**config.mk**
```make
export PLATFORM = sky130hd
export DESIGN_NAME = ysyx_24120013_mp_regfile
export DESIGN_NICKNAME = d
export VERILOG_FILES = /design/src/rtl/ysyx_24120013_mp_regfile.sv
export SDC_FILE = /design/constraint.sdc
export NUM_CORES = 2
export LEC_CHECK = 0
export CAP_MARGIN = 20
export CORE_MARGIN = 3
export CORE_UTILIZATION = 30
export CTS_BUF_LIST = sky130_fd_sc_hd__clkbuf_4 sky130_fd_sc_hd__clkbuf_8 sky130_fd_sc_hd__clkbuf_16
export DETAILED_ROUTE_END_ITERATION = 10
export PLACE_DENSITY = 0.5
export SLEW_MARGIN = 20
export SYNTH_ARGS = -nofsm -noshare
export SYNTH_HDL_FRONTEND = slang
export SYNTH_SLANG_ARGS = --single-unit
```
**constraint.sdc**
```tcl
create_clock -name clk -period 6.2 [get_ports clk]
set_clock_uncertainty 0.1 [all_clocks]
set_input_delay 0.62 -clock clk [delete_from_list [all_inputs] [get_ports clk]]
set_output_delay 0.62 -clock clk [all_outputs]
set_load 0.05 [all_outputs]
```
**src/rtl/ysyx_24120013_mp_regfile.sv**
```systemverilog
// Multi-port register file: 2 write ports, NUM_RD registered read ports, per-entry busy scoreboard.
// Latency: 1 cycle from read enable to rdata/rbusy; writes and issues take effect at the edge.
// Backpressure: none, every port is accepted each cycle. Optional macro YSYX_24120013_RF_BYPASS_EN forwards same-edge writes to reads.
module ysyx_24120013_mp_regfile #(
    parameter int ADDR_WIDTH = 5,
    parameter int DATA_WIDTH = 32,
    parameter int NUM_RD     = 2
) (
    input  logic                           clk,
    input  logic                           rst,
    input  logic                           wen0,
    input  logic                           wen1,
    input  logic [ADDR_WIDTH-1:0]          waddr0,
    input  logic [ADDR_WIDTH-1:0]          waddr1,
    input  logic [DATA_WIDTH-1:0]          wdata0,
    input  logic [DATA_WIDTH-1:0]          wdata1,
    input  logic [NUM_RD-1:0]              ren,
    input  logic [NUM_RD*ADDR_WIDTH-1:0]   raddr,
    output logic [NUM_RD*DATA_WIDTH-1:0]   rdata,
    output logic [NUM_RD-1:0]              rbusy,
    input  logic                           iss_en,
    input  logic [ADDR_WIDTH-1:0]          iss_addr
);

    localparam int NUM_ENT = 1 << ADDR_WIDTH;

    logic [DATA_WIDTH-1:0]        mem_q [NUM_ENT];
    logic [DATA_WIDTH-1:0]        mem_d [NUM_ENT];
    logic [NUM_ENT-1:0]           busy_q, busy_d;
    // Low through the first edge after reset release so that edge is ignored.
    logic                         run_q;
    logic [NUM_RD*DATA_WIDTH-1:0] rdata_q, rdata_d;
    logic [NUM_RD-1:0]            rbusy_q, rbusy_d;

    logic [ADDR_WIDTH-1:0]        rd_addr;
    logic [DATA_WIDTH-1:0]        rd_val;
    logic                         rd_busy;

    assign rdata = rdata_q;
    assign rbusy = rbusy_q;

    // Next entry/busy state: port 1 beats port 0, an issue beats a write-clear, entry 0 is never touched.
    always_comb begin
        for (int i = 0; i < NUM_ENT; i++) begin
            mem_d[i] = mem_q[i];
        end
        busy_d = busy_q;
        if (run_q) begin
            for (int i = 1; i < NUM_ENT; i++) begin
                if (wen1 && (waddr1 == ADDR_WIDTH'(i))) begin
                    mem_d[i] = wdata1;
                end else if (wen0 && (waddr0 == ADDR_WIDTH'(i))) begin
                    mem_d[i] = wdata0;
                end
                if (iss_en && (iss_addr == ADDR_WIDTH'(i))) begin
                    busy_d[i] = 1'b1;
                end else if ((wen1 && (waddr1 == ADDR_WIDTH'(i))) ||
                             (wen0 && (waddr0 == ADDR_WIDTH'(i)))) begin
                    busy_d[i] = 1'b0;
                end
            end
        end
        mem_d[0]  = '0;
        busy_d[0] = 1'b0;
    end

    // Read data/busy capture per port; disabled ports hold their last value.
    always_comb begin
        rdata_d = rdata_q;
        rbusy_d = rbusy_q;
        rd_addr = '0;
        rd_val  = '0;
        rd_busy = 1'b0;
        for (int k = 0; k < NUM_RD; k++) begin
            if (run_q && ren[k]) begin
                rd_addr = raddr[k*ADDR_WIDTH +: ADDR_WIDTH];
                rd_val  = mem_q[rd_addr];
                rd_busy = busy_q[rd_addr];
`ifdef YSYX_24120013_RF_BYPASS_EN
                // Forward the write landing on this edge; busy reads as cleared unless re-issued now.
                if (rd_addr != '0) begin
                    if (wen1 && (waddr1 == rd_addr)) begin
                        rd_val  = wdata1;
                        rd_busy = iss_en && (iss_addr == rd_addr);
                    end else if (wen0 && (waddr0 == rd_addr)) begin
                        rd_val  = wdata0;
                        rd_busy = iss_en && (iss_addr == rd_addr);
                    end
                end
`endif
                rdata_d[k*DATA_WIDTH +: DATA_WIDTH] = rd_val;
                rbusy_d[k]                          = rd_busy;
            end
        end
    end

    // State registers with asynchronous clear; reset also drops any pending scoreboard state.
    always_ff @(posedge clk or negedge rst) begin
        if (!rst) begin
            run_q   <= 1'b0;
            busy_q  <= '0;
            rdata_q <= '0;
            rbusy_q <= '0;
            for (int i = 0; i < NUM_ENT; i++) begin
                mem_q[i] <= '0;
            end
        end else begin
            run_q   <= 1'b1;
            busy_q  <= busy_d;
            rdata_q <= rdata_d;
            rbusy_q <= rbusy_d;
            for (int i = 0; i < NUM_ENT; i++) begin
                mem_q[i] <= mem_d[i];
            end
        end
    end

endmodule

```
==> run summary <==
* met5 — highest signal layer in the routed design
* 3.418 ns — min Tclk post-route
* 49 — number of distinct standard cells referenced by the synthesized netlist
* 6.81 ns — required arrival time at the worst endpoint
* 296,800 µm — WL final
* 1,090 — TritonCTS Sinks
* 6,461 — Synth Net Count
* 24 — maximum net fanout on the critical path
* sky130_fd_sc_hd__clkbuf_16 — library cell used as clock root buffer
* complete, no violations — status
* 476.2 µm — Horiz. Die Dim
* 32.29 µm — WL/cell
* 476.2 µm — floorplan die height
* 1,090 — post-synthesis register bit count
* 226,800 µm² — die area
* 75,520 µm² — final cell area excluding filler cells
* 2.782 ns — Setup WS post-layout
* 6 — Pre-antenna DRT Iters
* 0.83 ns — Skew-Pair Late Insertion Delay
* 53,160 — number of global-route vias before repair
* 135 — clock buffer count from CTS
* 0 — number of enable-type register cells in the synthesized netlist
* 161 — Port Buffer Count
* in -> reg — path type of the worst setup path
* 0 — post-route DRC violation count
* 25,310 µm — met3 routed WL
* 3 — Clock Path Buffers
* 0.2925 GHz — fmax
* 0 — final hold viol count
* 162 — Boundary Pins
* 0 — number of warnings printed during yosys synthesis
* 13.86% — Area Overhead vs Synth
* done — clock tree from TritonCTS
* 6,216 — net total in the final layout
* 175,700 µm — HPWL after detailed placement
* 420,000 µm — first-pass GRT wire length
* 5,885 — Iter 0 DRT Violations
* 53,810 — count of vias placed by the detailed router
* 0.2550 — Overall Global Routing Usage
* 0 — remaining global-route overflow
* 0.4113 — sequential fraction of the synthesis area
* 1.216 ns — actual slew at the worst max-slew pin
* 0.1865 — proportion of layout cells with a drive suffix above 1
* primary input — CP Launch Type
* 0.3036 — initial standard-cell utilization of the core
* 1.000 — ys async rst share
* 0.1895 — Max-slew headroom
* false — unrepaired setup endpoints after global routing
* 0 — post-detailed-route count of antenna-violating nets
* 0 — post-CTS sizing
* 4 — H-tree lvl count
* 0 — post-CTS setup-driven buffer insertion count
* sky130_fd_sc_hd__nand2_1 — most common cell after layout, fill and taps aside
* 0.8631 — global placer's final weighted congestion
* 0 ns — final-layout setup total negative slack
* 171 — Core Rows
* 0 — number of setup violations in the final report
* 131,100 µm — routed length on met2
* 23.25 mW — overall power
* 0.2524 mV — maximum vdd ir drop
* 124,100 µm — wire length on met1
* 70,850 µm² — dpl cell area
* 4.03 ns — arrival time of the worst setup path
* in -> reg — class of the worst hold path
* 5.855 — routed vias/inst
* 33.99 nW — Leak Pwr
* 0 — number of max-slew violations in the final report
* 10.42 µm² — syn avg cell area
* 37 — antenna violations before repair
* 307.9 nW/µm² — power per cell area
* 0 — count of maximum capacitance violations
* 66,320 µm² — area of the mapped netlist
* 0.5514 — post-route fraction of the period consumed by the critical path
* 6,365 — Post-Synthesis Cells
* 218,400 µm² — Core ar.
* 2.079 ns — setup slack after placement
* 145 — maximum number of pins on one net before global-route repair
* 0.3457 — Util after Layout
* flip-flop — Critical Path End Type
* sky130_fd_sc_hd__nand2_1 (1,151), sky130_fd_sc_hd__dfrtp_1 (1,089), sky130_fd_sc_hd__o21ai_0 (1,054) — most frequent cells in the layout
* sky130_fd_sc_hd__dfrtp_1 — most common flop cell mapped by yosys
* 0.06 ns — clock slew at reported path FFs
## cell usage after synthesis (3+ instances only)
| cell type | n | share of area |
|---|---|---|
| sky130_fd_sc_hd__clkbuf_1 | 507 | 0.029 |
| sky130_fd_sc_hd__a221o_1 | 28 | 0.0042 |
| sky130_fd_sc_hd__mux2_2 | 193 | 0.033 |
| sky130_fd_sc_hd__dfrtp_1 | 1090 | 0.41 |
| sky130_fd_sc_hd__nand4b_1 | 6 | 0.00079 |
| sky130_fd_sc_hd__o32ai_1 | 3 | 0.00040 |
| sky130_fd_sc_hd__nand2b_1 | 11 | 0.0010 |
| sky130_fd_sc_hd__a21oi_1 | 75 | 0.0057 |
| sky130_fd_sc_hd__a211oi_1 | 47 | 0.0053 |
| sky130_fd_sc_hd__o31ai_1 | 3 | 0.00034 |
| sky130_fd_sc_hd__o21ai_1 | 6 | 0.00045 |
| sky130_fd_sc_hd__and3_1 | 31 | 0.0029 |
| sky130_fd_sc_hd__nand3_1 | 22 | 0.0017 |
| sky130_fd_sc_hd__nand4bb_1 | 3 | 0.00051 |
| sky130_fd_sc_hd__and2_1 | 8 | 0.00075 |
| sky130_fd_sc_hd__a22oi_1 | 47 | 0.0053 |
| sky130_fd_sc_hd__a22o_1 | 45 | 0.0059 |
| sky130_fd_sc_hd__a221oi_1 | 15 | 0.0020 |
| sky130_fd_sc_hd__nand2_1 | 1157 | 0.065 |
| sky130_fd_sc_hd__o41ai_1 | 20 | 0.0026 |
| sky130_fd_sc_hd__buf_4 | 14 | 0.0016 |
| sky130_fd_sc_hd__a32o_1 | 6 | 0.00091 |
| sky130_fd_sc_hd__mux4_2 | 423 | 0.14 |
| sky130_fd_sc_hd__o211ai_1 | 21 | 0.0024 |
| sky130_fd_sc_hd__mux2i_1 | 1031 | 0.16 |
| sky130_fd_sc_hd__o21ai_0 | 1076 | 0.081 |
| sky130_fd_sc_hd__nor2b_1 | 53 | 0.0050 |
| sky130_fd_sc_hd__buf_6 | 8 | 0.0014 |
| sky130_fd_sc_hd__nor2_1 | 97 | 0.0055 |
| sky130_fd_sc_hd__buf_1 | 70 | 0.0040 |
| sky130_fd_sc_hd__o22ai_1 | 64 | 0.0060 |
| sky130_fd_sc_hd__nor3_1 | 20 | 0.0015 |
| sky130_fd_sc_hd__buf_2 | 143 | 0.011 |
## what timing repair did
item / CTS / global route
hold endpoints to repair: 60 / 0
setup endpoints to repair: 0 / 0
hold buffers: 1 / 0
## metrics by stage
step	hold slack [ns]	instances
after floorplan	0.2244	6365
after global placement	0.3736	8921
after detailed placement	0.3860	8921
after CTS	0.1772	9164
after global routing	0.2394	9179
final	0.2276	9190
## cells by family (layout without fill, tap and decap cells)
family	count (synthesis)	count (layout)	share of synthesized area
and+or+nand+nor	1420	1420	0.08655
DFF	1090	1090	0.4113
AOI/OAI and AO/OA	1463	1463	0.1236
buffers and inverters	744	604	0.04650
other	1	25	0.00005654
muxes	1647	1647	0.3320
## flip-flops by register name, summed over array words and instances, names as in the netlist
register and flops:
rbusy 2, run_q 1, rdata 64, mem_q 992, busy_q 31
## final cells by class
type	count	area [µm²]
Clock buffer	202	4118
Inverter	2	10.01
Timing Repair Buffer	360	3266
Antenna cell	24	60.06
Tap cell	2941	3680
Sequential cell	1090	27280
Fill cell	21880	142900
Clock inverter	40	427.9
Multi-Input combinational cell	4531	36680
## where the power goes
group | leakage [nW] | switching, mW | internal [mW] | total [mW]
sequential | 14.1 | 1.27 | 8.60 | 9.88
combinational | 17.5 | 2.73 | 2.39 | 5.12
clock | 2.30 | 3.50 | 4.75 | 8.25
total | 34.0 | 7.50 | 15.7 | 23.2
## routing by layer
layer  global-route usage  vias up
li1                     -    22680
met1               0.3397    27990
met2               0.3843     2504
met3              0.06332      619
met4               0.1290       16
met5                    0        -
## worst paths after layout
path / start / end / slack (ns) / depth (start not counted)
min in group asynchronous: rst / mem_q[955]$_DFFE_PN0P_ / 0.33 / 2
max in group asynchronous: rst / mem_q[960]$_DFFE_PN0P_ / 3.98 / 4
min reg2reg: mem_q[686]$_DFFE_PN0P_ / mem_q[686]$_DFFE_PN0P_ / 0.40 / 2
max: waddr1[0] / mem_q[853]$_DFFE_PN0P_ / 2.78 / 6
max reg2reg: run_q$_DFF_PN0_ / rdata[17]$_DFFE_PN0P_ / 3.01 / 5
min: raddr[7] / rdata[45]$_DFFE_PN0P_ / 0.23 / 3
## critical path: stages
cell                              delay (ns)
sky130_fd_sc_hd__clkdlybuf4s50_1        0.75
sky130_fd_sc_hd__nor2b_1                0.78
sky130_fd_sc_hd__nand3_4                0.95
sky130_fd_sc_hd__buf_4                  0.54
sky130_fd_sc_hd__mux2i_1                0.15
sky130_fd_sc_hd__o21ai_0                0.22
(Power assumes the default switching activity.)
